## src/rtl/draw_rect_fill_if.sv

```systemverilog
// Command and pixel-port bundle for draw_rect_fill. The req_outline field exists
// only when DRAW_RECT_OUTLINE_EN is defined.
interface draw_rect_fill_if;
  logic       req_valid;
  logic       req_ready;
  logic [7:0] req_x;
  logic [6:0] req_y;
  logic [7:0] req_w;
  logic [6:0] req_h;
  logic [2:0] req_colour;
  logic       req_clear;
`ifdef DRAW_RECT_OUTLINE_EN
  logic       req_outline;
`endif
  logic [7:0] x;
  logic [6:0] y;
  logic [2:0] colour;
  logic       plot;
  logic       busy;
  logic       done;

  // master: command source / adapter side; slave: the fill engine
  modport master (
`ifdef DRAW_RECT_OUTLINE_EN
    output req_outline,
`endif
    output req_valid, req_x, req_y, req_w, req_h, req_colour, req_clear,
    input  req_ready, x, y, colour, plot, busy, done
  );

  modport slave (
`ifdef DRAW_RECT_OUTLINE_EN
    input  req_outline,
`endif
    input  req_valid, req_x, req_y, req_w, req_h, req_colour, req_clear,
    output req_ready, x, y, colour, plot, busy, done
  );
endinterface

```

## src/rtl/draw_rect_fill.sv

```systemverilog
// Handshaked, clipped rectangle fill for the 160x120 VGA adapter: one pixel per clock.
// Optional perimeter-only drawing is enabled by defining DRAW_RECT_OUTLINE_EN.
module draw_rect_fill #(
  parameter int SCREEN_W = 160,
  parameter int SCREEN_H = 120
) (
  input  logic             CLOCK_50,
  input  logic             reset,
  draw_rect_fill_if.slave  bus
);

  localparam logic [8:0] W9 = 9'(SCREEN_W);
  localparam logic [8:0] H9 = 9'(SCREEN_H);

  typedef enum logic [1:0] {S_IDLE, S_DRAW, S_DONE} state_t;

  state_t     r_state;
  logic [7:0] r_x0;
  logic [7:0] r_xend;
  logic [6:0] r_y0;
  logic [6:0] r_yend;
  logic       r_outline;
  logic [7:0] r_x;
  logic [6:0] r_y;
  logic [2:0] r_colour;
  logic       r_plot;
  logic       r_busy;
  logic       r_done;

  logic [8:0] w_x9;
  logic [8:0] w_y9;
  logic [8:0] w_w9;
  logic [8:0] w_h9;
  logic [8:0] w_wmax;
  logic [8:0] w_hmax;
  logic [8:0] w_ew;
  logic [8:0] w_eh;
  logic [7:0] w_x0;
  logic [6:0] w_y0;
  logic [7:0] w_xend;
  logic [6:0] w_yend;
  logic       w_empty;
  logic       w_outline;

  logic       w_row_end;
  logic       w_last;
  logic [7:0] w_nx;
  logic [6:0] w_ny;
  logic       w_edge;

  // Clip the incoming command in 9 bits so off-screen origins never wrap.
  always_comb begin
    w_x9   = {1'b0, bus.req_x};
    w_y9   = {2'b00, bus.req_y};
    w_w9   = {1'b0, bus.req_w};
    w_h9   = {2'b00, bus.req_h};
    w_wmax = W9 - w_x9;
    w_hmax = H9 - w_y9;
    if (bus.req_clear) begin
      w_x0 = 8'd0;
      w_y0 = 7'd0;
      w_ew = W9;
      w_eh = H9;
    end else begin
      w_x0 = bus.req_x;
      w_y0 = bus.req_y;
      w_ew = (w_x9 >= W9) ? 9'd0 : ((w_w9 < w_wmax) ? w_w9 : w_wmax);
      w_eh = (w_y9 >= H9) ? 9'd0 : ((w_h9 < w_hmax) ? w_h9 : w_hmax);
    end
    w_empty = (w_ew == 9'd0) || (w_eh == 9'd0);
    w_xend  = w_x0 + w_ew[7:0] - 8'd1;
    w_yend  = w_y0 + w_eh[6:0] - 7'd1;
  end

`ifdef DRAW_RECT_OUTLINE_EN
  assign w_outline = bus.req_outline & ~bus.req_clear;
`else
  assign w_outline = 1'b0;
`endif

  // Raster stepping from the pixel currently on the output registers.
  always_comb begin
    w_row_end = (r_x == r_xend);
    w_last    = w_row_end && (r_y == r_yend);
    w_nx      = w_row_end ? r_x0 : r_x + 8'd1;
    w_ny      = w_row_end ? r_y + 7'd1 : r_y;
    w_edge    = (w_nx == r_x0) || (w_nx == r_xend) ||
                (w_ny == r_y0) || (w_ny == r_yend);
  end

  always_ff @(posedge CLOCK_50) begin
    if (reset) begin
      r_state  <= S_IDLE;
      r_x      <= 8'd0;
      r_y      <= 7'd0;
      r_colour <= 3'd0;
      r_plot   <= 1'b0;
      r_busy   <= 1'b0;
      r_done   <= 1'b0;
    end else begin
      case (r_state)
        S_IDLE: begin
          r_done <= 1'b0;
          if (bus.req_valid) begin
            r_x0      <= w_x0;
            r_y0      <= w_y0;
            r_xend    <= w_xend;
            r_yend    <= w_yend;
            r_outline <= w_outline;
            r_busy    <= 1'b1;
            if (w_empty) begin
              r_state <= S_DONE;
              r_done  <= 1'b1;
            end else begin
              r_state  <= S_DRAW;
              r_x      <= w_x0;
              r_y      <= w_y0;
              r_colour <= bus.req_colour;
              r_plot   <= 1'b1;
            end
          end
        end
        S_DRAW: begin
          if (w_last) begin
            r_state <= S_DONE;
            r_plot  <= 1'b0;
            r_done  <= 1'b1;
          end else begin
            r_x    <= w_nx;
            r_y    <= w_ny;
            r_plot <= ~r_outline | w_edge;
          end
        end
        S_DONE: begin
          r_state <= S_IDLE;
          r_done  <= 1'b0;
          r_busy  <= 1'b0;
        end
        default: begin
          r_state <= S_IDLE;
          r_plot  <= 1'b0;
          r_busy  <= 1'b0;
          r_done  <= 1'b0;
        end
      endcase
    end
  end

  // Ready is forced low for as long as reset is held, even in IDLE.
  assign bus.req_ready = (r_state == S_IDLE) && !reset;
  assign bus.x         = r_x;
  assign bus.y         = r_y;
  assign bus.colour    = r_colour;
  assign bus.plot      = r_plot;
  assign bus.busy      = r_busy;
  assign bus.done      = r_done;

endmodule

```

## src/flat_wrapper.sv

```systemverilog
// flat-port wrapper written by rule: the top's interface ports become plain ports
module draw_rect_fill_flat 
#(
  parameter int SCREEN_W = 160,
  parameter int SCREEN_H = 120
)
  (CLOCK_50, reset, bus_req_valid, bus_req_x, bus_req_y, bus_req_w, bus_req_h, bus_req_colour, bus_req_clear, bus_req_ready, bus_x, bus_y, bus_colour, bus_plot, bus_busy, bus_done);
  draw_rect_fill_if bus_i ();
  input  logic CLOCK_50;
  input  logic reset;
  input wire logic [$bits(bus_i.req_valid)-1:0] bus_req_valid;
  input wire logic [$bits(bus_i.req_x)-1:0] bus_req_x;
  input wire logic [$bits(bus_i.req_y)-1:0] bus_req_y;
  input wire logic [$bits(bus_i.req_w)-1:0] bus_req_w;
  input wire logic [$bits(bus_i.req_h)-1:0] bus_req_h;
  input wire logic [$bits(bus_i.req_colour)-1:0] bus_req_colour;
  input wire logic [$bits(bus_i.req_clear)-1:0] bus_req_clear;
  output wire logic [$bits(bus_i.req_ready)-1:0] bus_req_ready;
  output wire logic [$bits(bus_i.x)-1:0] bus_x;
  output wire logic [$bits(bus_i.y)-1:0] bus_y;
  output wire logic [$bits(bus_i.colour)-1:0] bus_colour;
  output wire logic [$bits(bus_i.plot)-1:0] bus_plot;
  output wire logic [$bits(bus_i.busy)-1:0] bus_busy;
  output wire logic [$bits(bus_i.done)-1:0] bus_done;
  assign bus_i.req_valid = bus_req_valid;
  assign bus_i.req_x = bus_req_x;
  assign bus_i.req_y = bus_req_y;
  assign bus_i.req_w = bus_req_w;
  assign bus_i.req_h = bus_req_h;
  assign bus_i.req_colour = bus_req_colour;
  assign bus_i.req_clear = bus_req_clear;
  assign bus_req_ready = bus_i.req_ready;
  assign bus_x = bus_i.x;
  assign bus_y = bus_i.y;
  assign bus_colour = bus_i.colour;
  assign bus_plot = bus_i.plot;
  assign bus_busy = bus_i.busy;
  assign bus_done = bus_i.done;
  draw_rect_fill #(.SCREEN_W(SCREEN_W), .SCREEN_H(SCREEN_H)) u_core (.CLOCK_50(CLOCK_50), .reset(reset), .bus(bus_i));
endmodule
```

## config.mk

```make
export PLATFORM = sky130hd
export DESIGN_NAME = draw_rect_fill_flat
export DESIGN_NICKNAME = d
export VERILOG_FILES = /design/src/rtl/draw_rect_fill_if.sv /design/src/rtl/draw_rect_fill.sv /design/src/flat_wrapper.sv
export SDC_FILE = /design/constraint.sdc
export NUM_CORES = 1
export LEC_CHECK = 0
export ABC_AREA = 1
export BUFFER_PORTS_ARGS = -buffer_cell sky130_fd_sc_hd__buf_2
export CAP_MARGIN = 20
export CORE_UTILIZATION = 48
export DETAILED_ROUTE_END_ITERATION = 16
export PLACE_DENSITY = 0.68
export REMOVE_ABC_BUFFERS = 1
export SLEW_MARGIN = 20
export SYNTH_ARGS = -nofsm -noshare
export SYNTH_HDL_FRONTEND = slang
export SYNTH_SLANG_ARGS = --single-unit
```

## constraint.sdc

```tcl
create_clock -name CLOCK_50 -period 4.45 [get_ports CLOCK_50]
set_input_delay 0 -clock CLOCK_50 [delete_from_list [all_inputs] [get_ports CLOCK_50]]
set_output_delay 0 -clock CLOCK_50 [all_outputs]
set_load 0.02 [all_outputs]
```

# After elaboration in Yosys (flattened, before gate mapping)
# Cells that the tools add are included.
# classes
n_addsub	8
order_cmp	4
n_eq_ne	9
n_mux	32
bitwise	4
n_reduce_logical	15
# ops
cell	n
9-bit 2-to-1 mux	6
8-bit 2-to-1 mux	5
7-bit 2-to-1 mux	5
9-bit zero test	2
8-bit case mux with 2 select lines	1
7-bit case mux with 2 select lines	1
7-bit by 9-bit less-than comparator with 1-bit output	1
8-bit by 9-bit less-than comparator with 1-bit output	1
3-bit AND reduction	3
8-bit by 8-bit subtractor with 9-bit output, first input constant	1
8-bit by 1-bit adder with 8-bit output, second input constant	1
8-bit adder	1
8-bit == test	1
8-bit greater-or-equal comparator, second input constant	1
7-bit by 7-bit subtractor with 8-bit output, first input constant	1
8-bit by 1-bit subtractor with 8-bit output, second input constant	1
7-bit by 1-bit adder with 7-bit output, second input constant	1
7-bit adder	1
7-bit == test	1
7-bit greater-or-equal comparator, second input constant	1
1-bit 2-to-1 mux	7
7-bit by 1-bit subtractor with 7-bit output, second input constant	1
2-bit 2-to-1 mux	3
2-bit inequality test, second input constant	3
16 further kinds	22
# totals
regBits	46
output_inout_bits	22
wordCells	82

# Logic depth before layout (Yosys ltp)
# logic_depth
depth_word	10
mapped_depth	29
ltp_nobuf	29

# Worst setup path after synthesis
# OpenSTA, ideal clock, no wires.
# synth_path
path_kind	input-to-reg
startpoint	input bus_req_x[0]
endpoint	register u_core.r_xend[7], data pin
setup_time_ns	0.254
arrival_ns	3.488
path_slack_ns	0.708
cell_stages	27
path_cell_list	inv_1 ha_1 nand3_1 nor2_1 inv_1 nand2_1 xor2_1 inv_1 ha_1 a21o_1 a21oi_1 nand2_1 nand2_4 nand2_1 nand3_1 ha_1 inv_1 ha_1 inv_1 fa_1 o21ai_0 nand2_1 a21oi_1 nor2_1 xor2_1 xnor2_1 inv_1
# synth_between
elab_chain_len	7
# synth_rtl
item	line_no	source
start, declared	flat_wrapper.sv:12	input wire logic [$bits(bus_i.req_x)-1:0] bus_req_x;
8-bit by 8-bit subtractor with 9-bit output	draw_rect_fill.sv:57	w_wmax = W9 - w_x9;
8-bit by 9-bit less-than comparator with 1-bit output	draw_rect_fill.sv:67	w_ew = (w_x9 >= W9) ? 9'd0 : ((w_w9 < w_wmax) ? w_w9 : w_wmax);
9-bit 2-to-1 mux (2 in series)	draw_rect_fill.sv:67	
9-bit 2-to-1 mux	draw_rect_fill.sv:59	if (bus.req_clear) begin
8-bit adder (*)	draw_rect_fill.sv:71	w_xend = w_x0 + w_ew[7:0] - 8'd1;
8-bit by 1-bit subtractor with 8-bit output (*)	draw_rect_fill.sv:71	
via u_core.w_xend[7]	draw_rect_fill.sv:40	logic [7:0] w_xend;
end signal, assigned	draw_rect_fill.sv:107	r_xend <= w_xend;
end, declared	draw_rect_fill.sv:19	logic [7:0] r_xend;
# Mark *: on every way through the listed nets, which the timed path passes. The rest lies on a longest branch.
# A chain may end at the register's enable or synchronous reset.

# Worst setup path in the final report
# Same ends and word-level chain as after synthesis.

==> metrics.md <==
| Metric | Value |
|---|---|
| Synth-to-layout area growth | 12.2% |
| CP dominant cell by count | inv_1 |
| Worst Tran Pin Value | 0.659 ns |
| Global Route met1 Usage | 27.9% |
| Asr flop ratio synth | 0% |
| Maximum vdd ir drop | 0.129 mV |
| IO Pins | 59 |
| Post-synthesis xor/xnor area fraction | 8.15% |
| DR DRC count | 0 |
| Worst min path class | in2reg |
| Max incr delay on CP | 0.40 ns |
| Maxcap violations | 0 |
| Die height | 94.2 um |
| Hold Fails Final Rpt | 0 |
| RSZ-0062 raised after global routing | no |
| Total setup buffers inserted after CTS | 0 |
| Compound-Gate Fraction of Synth Area | 9.20% |
| Number of flops mapped to enable cells by yosys | 23 |
| Met3 Track Usage GR | 3.07% |
| Clock Pin Slew Worst Setup and Hold Paths | 0.08 ns |
| Drt pass-1 iters | 4 |
| Syn_area_per_cell | 7.16 um2 |
| Num CTS Buffers | 5 |
| Setup CP Type | in2reg |
| Critical-path maximum fanout | 10 |
| First-pass GRT wire length | 14.8 mm |
| Initial antenna violation count | 0 |
| GRT overflow | 0 |
| PnR worst setup slack | 0.541 ns |
| CTS tree | yes |
| YS warnings | 0 |
| Routed Antenna Nets | 0 |
| Post-DP HPWL | 7.05 mm |
| Clock Latency Late Sink | 0.29 ns |
| Largest net degree at the start of global routing | 26 |
| Sink Count | 46 |
| Top delay family on crit path | adder cells |
| GR Util All Layers | 20.8% |
| H-tree depth | 2 |
| Root Driver | clkbuf_8 |
| CTS resizes | 0 |
| Final critical-path required period | 3.91 ns |
| Site Rows | 33 |
| Layout cells sized above 1 | 15.0% |
| Global-route met2 utilization | 34.7% |
| Post-Synth Adder-Cell Area | 13.5% |
| Worst slew margin | 56.0% |
| Setup crit start kind | input pin |
| Vias in the first global route | 3400 |
| Via/cell ratio | 4.94 |
| Final Max Tran Viols | 0 |
| Port bufs | 58 |
| Post-synthesis mux area share | 0% |
| Slowest CP cell | fa_1 |
| Area of the mapped netlist | 0.00408 mm2 |
| Syn Inst Count | 570 |
| Synth Register Bits | 46 |
| Setup violators final | 0 |
| Status | complete, no violations |
| Worst slack, placed | 0.229 ns |
| Worst Path Buf+Inv | 7 |
| PwrDens | 303 mW/mm2 |
| CP Capture Type | flop |
| Largest family of logic cells by synthesized area | simple AND/OR/NAND/NOR gates |
| Iter 0 DRT Violations | 145 |
| Synth Area in Simple Gates | 29.5% |
| DR WL/cell | 11.5 um |
| Die width | 94.2 um |
| Fin nets | 711 |
| Vias | 3643 |
| Setup Skew | 0.00391 ns |
| Routed WL | 8.47 mm |
| Die ar. | 0.00888 mm2 |
| Final GP Congestion | 0.859 |
| Leak | 2.44 nW |
| Ant. Diodes | 0 |
| Clock Tree Buf Depth | 2 |
| F_max | 256 MHz |
| Netlist cell types | 42 |
| Setup TNS | 0 ns |
| Post-route clock period utilization | 87.8% |
| Placeable Area | 0.00822 mm2 |
| Worst EP arrival | 3.96 ns |
| Starting Density | 49.7% |
| Req. time, crit path | 4.50 ns |
| Prevailing post-synth register cell | edfxtp_1 |
| Busiest layer in global routing | met2 |
| Seq/Total Area, Yosys | 28.2% |
## layout make-up
| class | instances | area, um2 |
|---|---|---|
| Tap cell | 105 | 131 |
| Clock buffer | 6 | 72.6 |
| Inverter | 112 | 420 |
| Clock inverter | 2 | 8.76 |
| Sequential cell | 46 | 1150 |
| Multi-Input combinational cell | 404 | 2470 |
| Timing Repair Buffer | 62 | 325 |
| Fill cell | 795 | 3640 |
## layout by cell type, fill, tap and decap left out, types with 18 or more instances in the layout
master,count
nand2_1,109
buf_2,58
o21ai_0,26
dfxtp_1,23
xor2_1,33
ha_1,41
inv_1,105
edfxtp_1,23
nor2_1,73
nand3_1,37
a21oi_1,18
## what timing repair did
| action | 4_1_cts | 5_1_grt |
|---|---|---|
| hold buffers | 2 | 0 |
| endpoints found under the setup margin | 0 | 0 |
| endpoints found under the hold margin | 2 | 0 |
## stage by stage
step           power (mW)  cells  utilization (%)  instance area, um2  hold slack [ns]
2_1_floorplan        1.01    562                -                4040           0.0691
3_3_place_gp         1.14    727             54.5                4480            0.179
3_5_place_dp         1.16    727             54.5                4480            0.181
4_1_cts              1.40    737             55.7                4580          0.00575
5_1_grt              1.52    737             55.7                4580           0.0128
6_report             1.39    737             55.7                4580          0.00404
## per-layer routing
metal	part of all wire [%]	routed length, um	vias to the layer above
met4	1.4	116	0
met3	3.5	300	9
li1	-	-	1945
met2	45	3790	75
met1	50	4260	1614
met5	0	0	-
## Yosys cell counts, drive strengths merged (4+ instances only)
master	number	share of area (%)
clkbuf	6	0.55
nor2	77	7.6
nand4	7	1.4
o22ai	4	0.61
ha	41	13
edfxtp	23	17
a21oi	18	2.2
nor3	9	1.1
inv	111	10
o21ai	34	4.4
dfxtp	23	11
xnor2	5	1.1
nand2	115	12
nand3	43	6.7
xor2	33	7.1
## where the power goes
part           total [mW]  internal, mW  switching, mW
Combinational       0.585         0.229          0.357
Clock               0.239         0.108          0.131
Sequential          0.564         0.515         0.0488
## cells by family (layout without fill, tap and decap cells)
family | after synthesis | in the layout
simple gates | 257 | 257
compound gates | 66 | 66
fa+ha+maj | 43 | 43
xor+xnor | 38 | 38
buf+inv | 120 | 182
flops | 46 | 46
## registers in the layout, indices dropped and copies added (netlist names)
register / count
u_core.bus.x: 8
u_core.r_x0: 8
u_core.r_xend: 8
u_core.bus.y: 7
u_core.r_yend: 7
u_core.bus.colour: 3
u_core.r_state: 2
u_core.bus.busy: 1
u_core.bus.done: 1
u_core.bus.plot: 1
## tightest hold or removal path: stages
cell and delay (ns):
buf_2 0.07, o21ai_0 0.07, a21oi_1 0.11
## worst paths after layout
kind	startpoint	to	slack (ns)	cells past startpoint
max	bus_req_x[0]	u_core.r_xend[7]$_DFFE_PP_	0.54	28
min	bus_req_colour[0]	u_core.bus.colour[0]$_SDFFE_PP0P_	0.004	3
min reg2reg	u_core.bus.colour[2]$_SDFFE_PP0P_	u_core.bus.colour[2]$_SDFFE_PP0P_	0.45	2
max reg2reg	u_core.r_xend[7]$_DFFE_PP_	u_core.bus.y[6]$_SDFFE_PP0P_	2.16	11
Note: power is estimated with default switching activity, not from simulation.
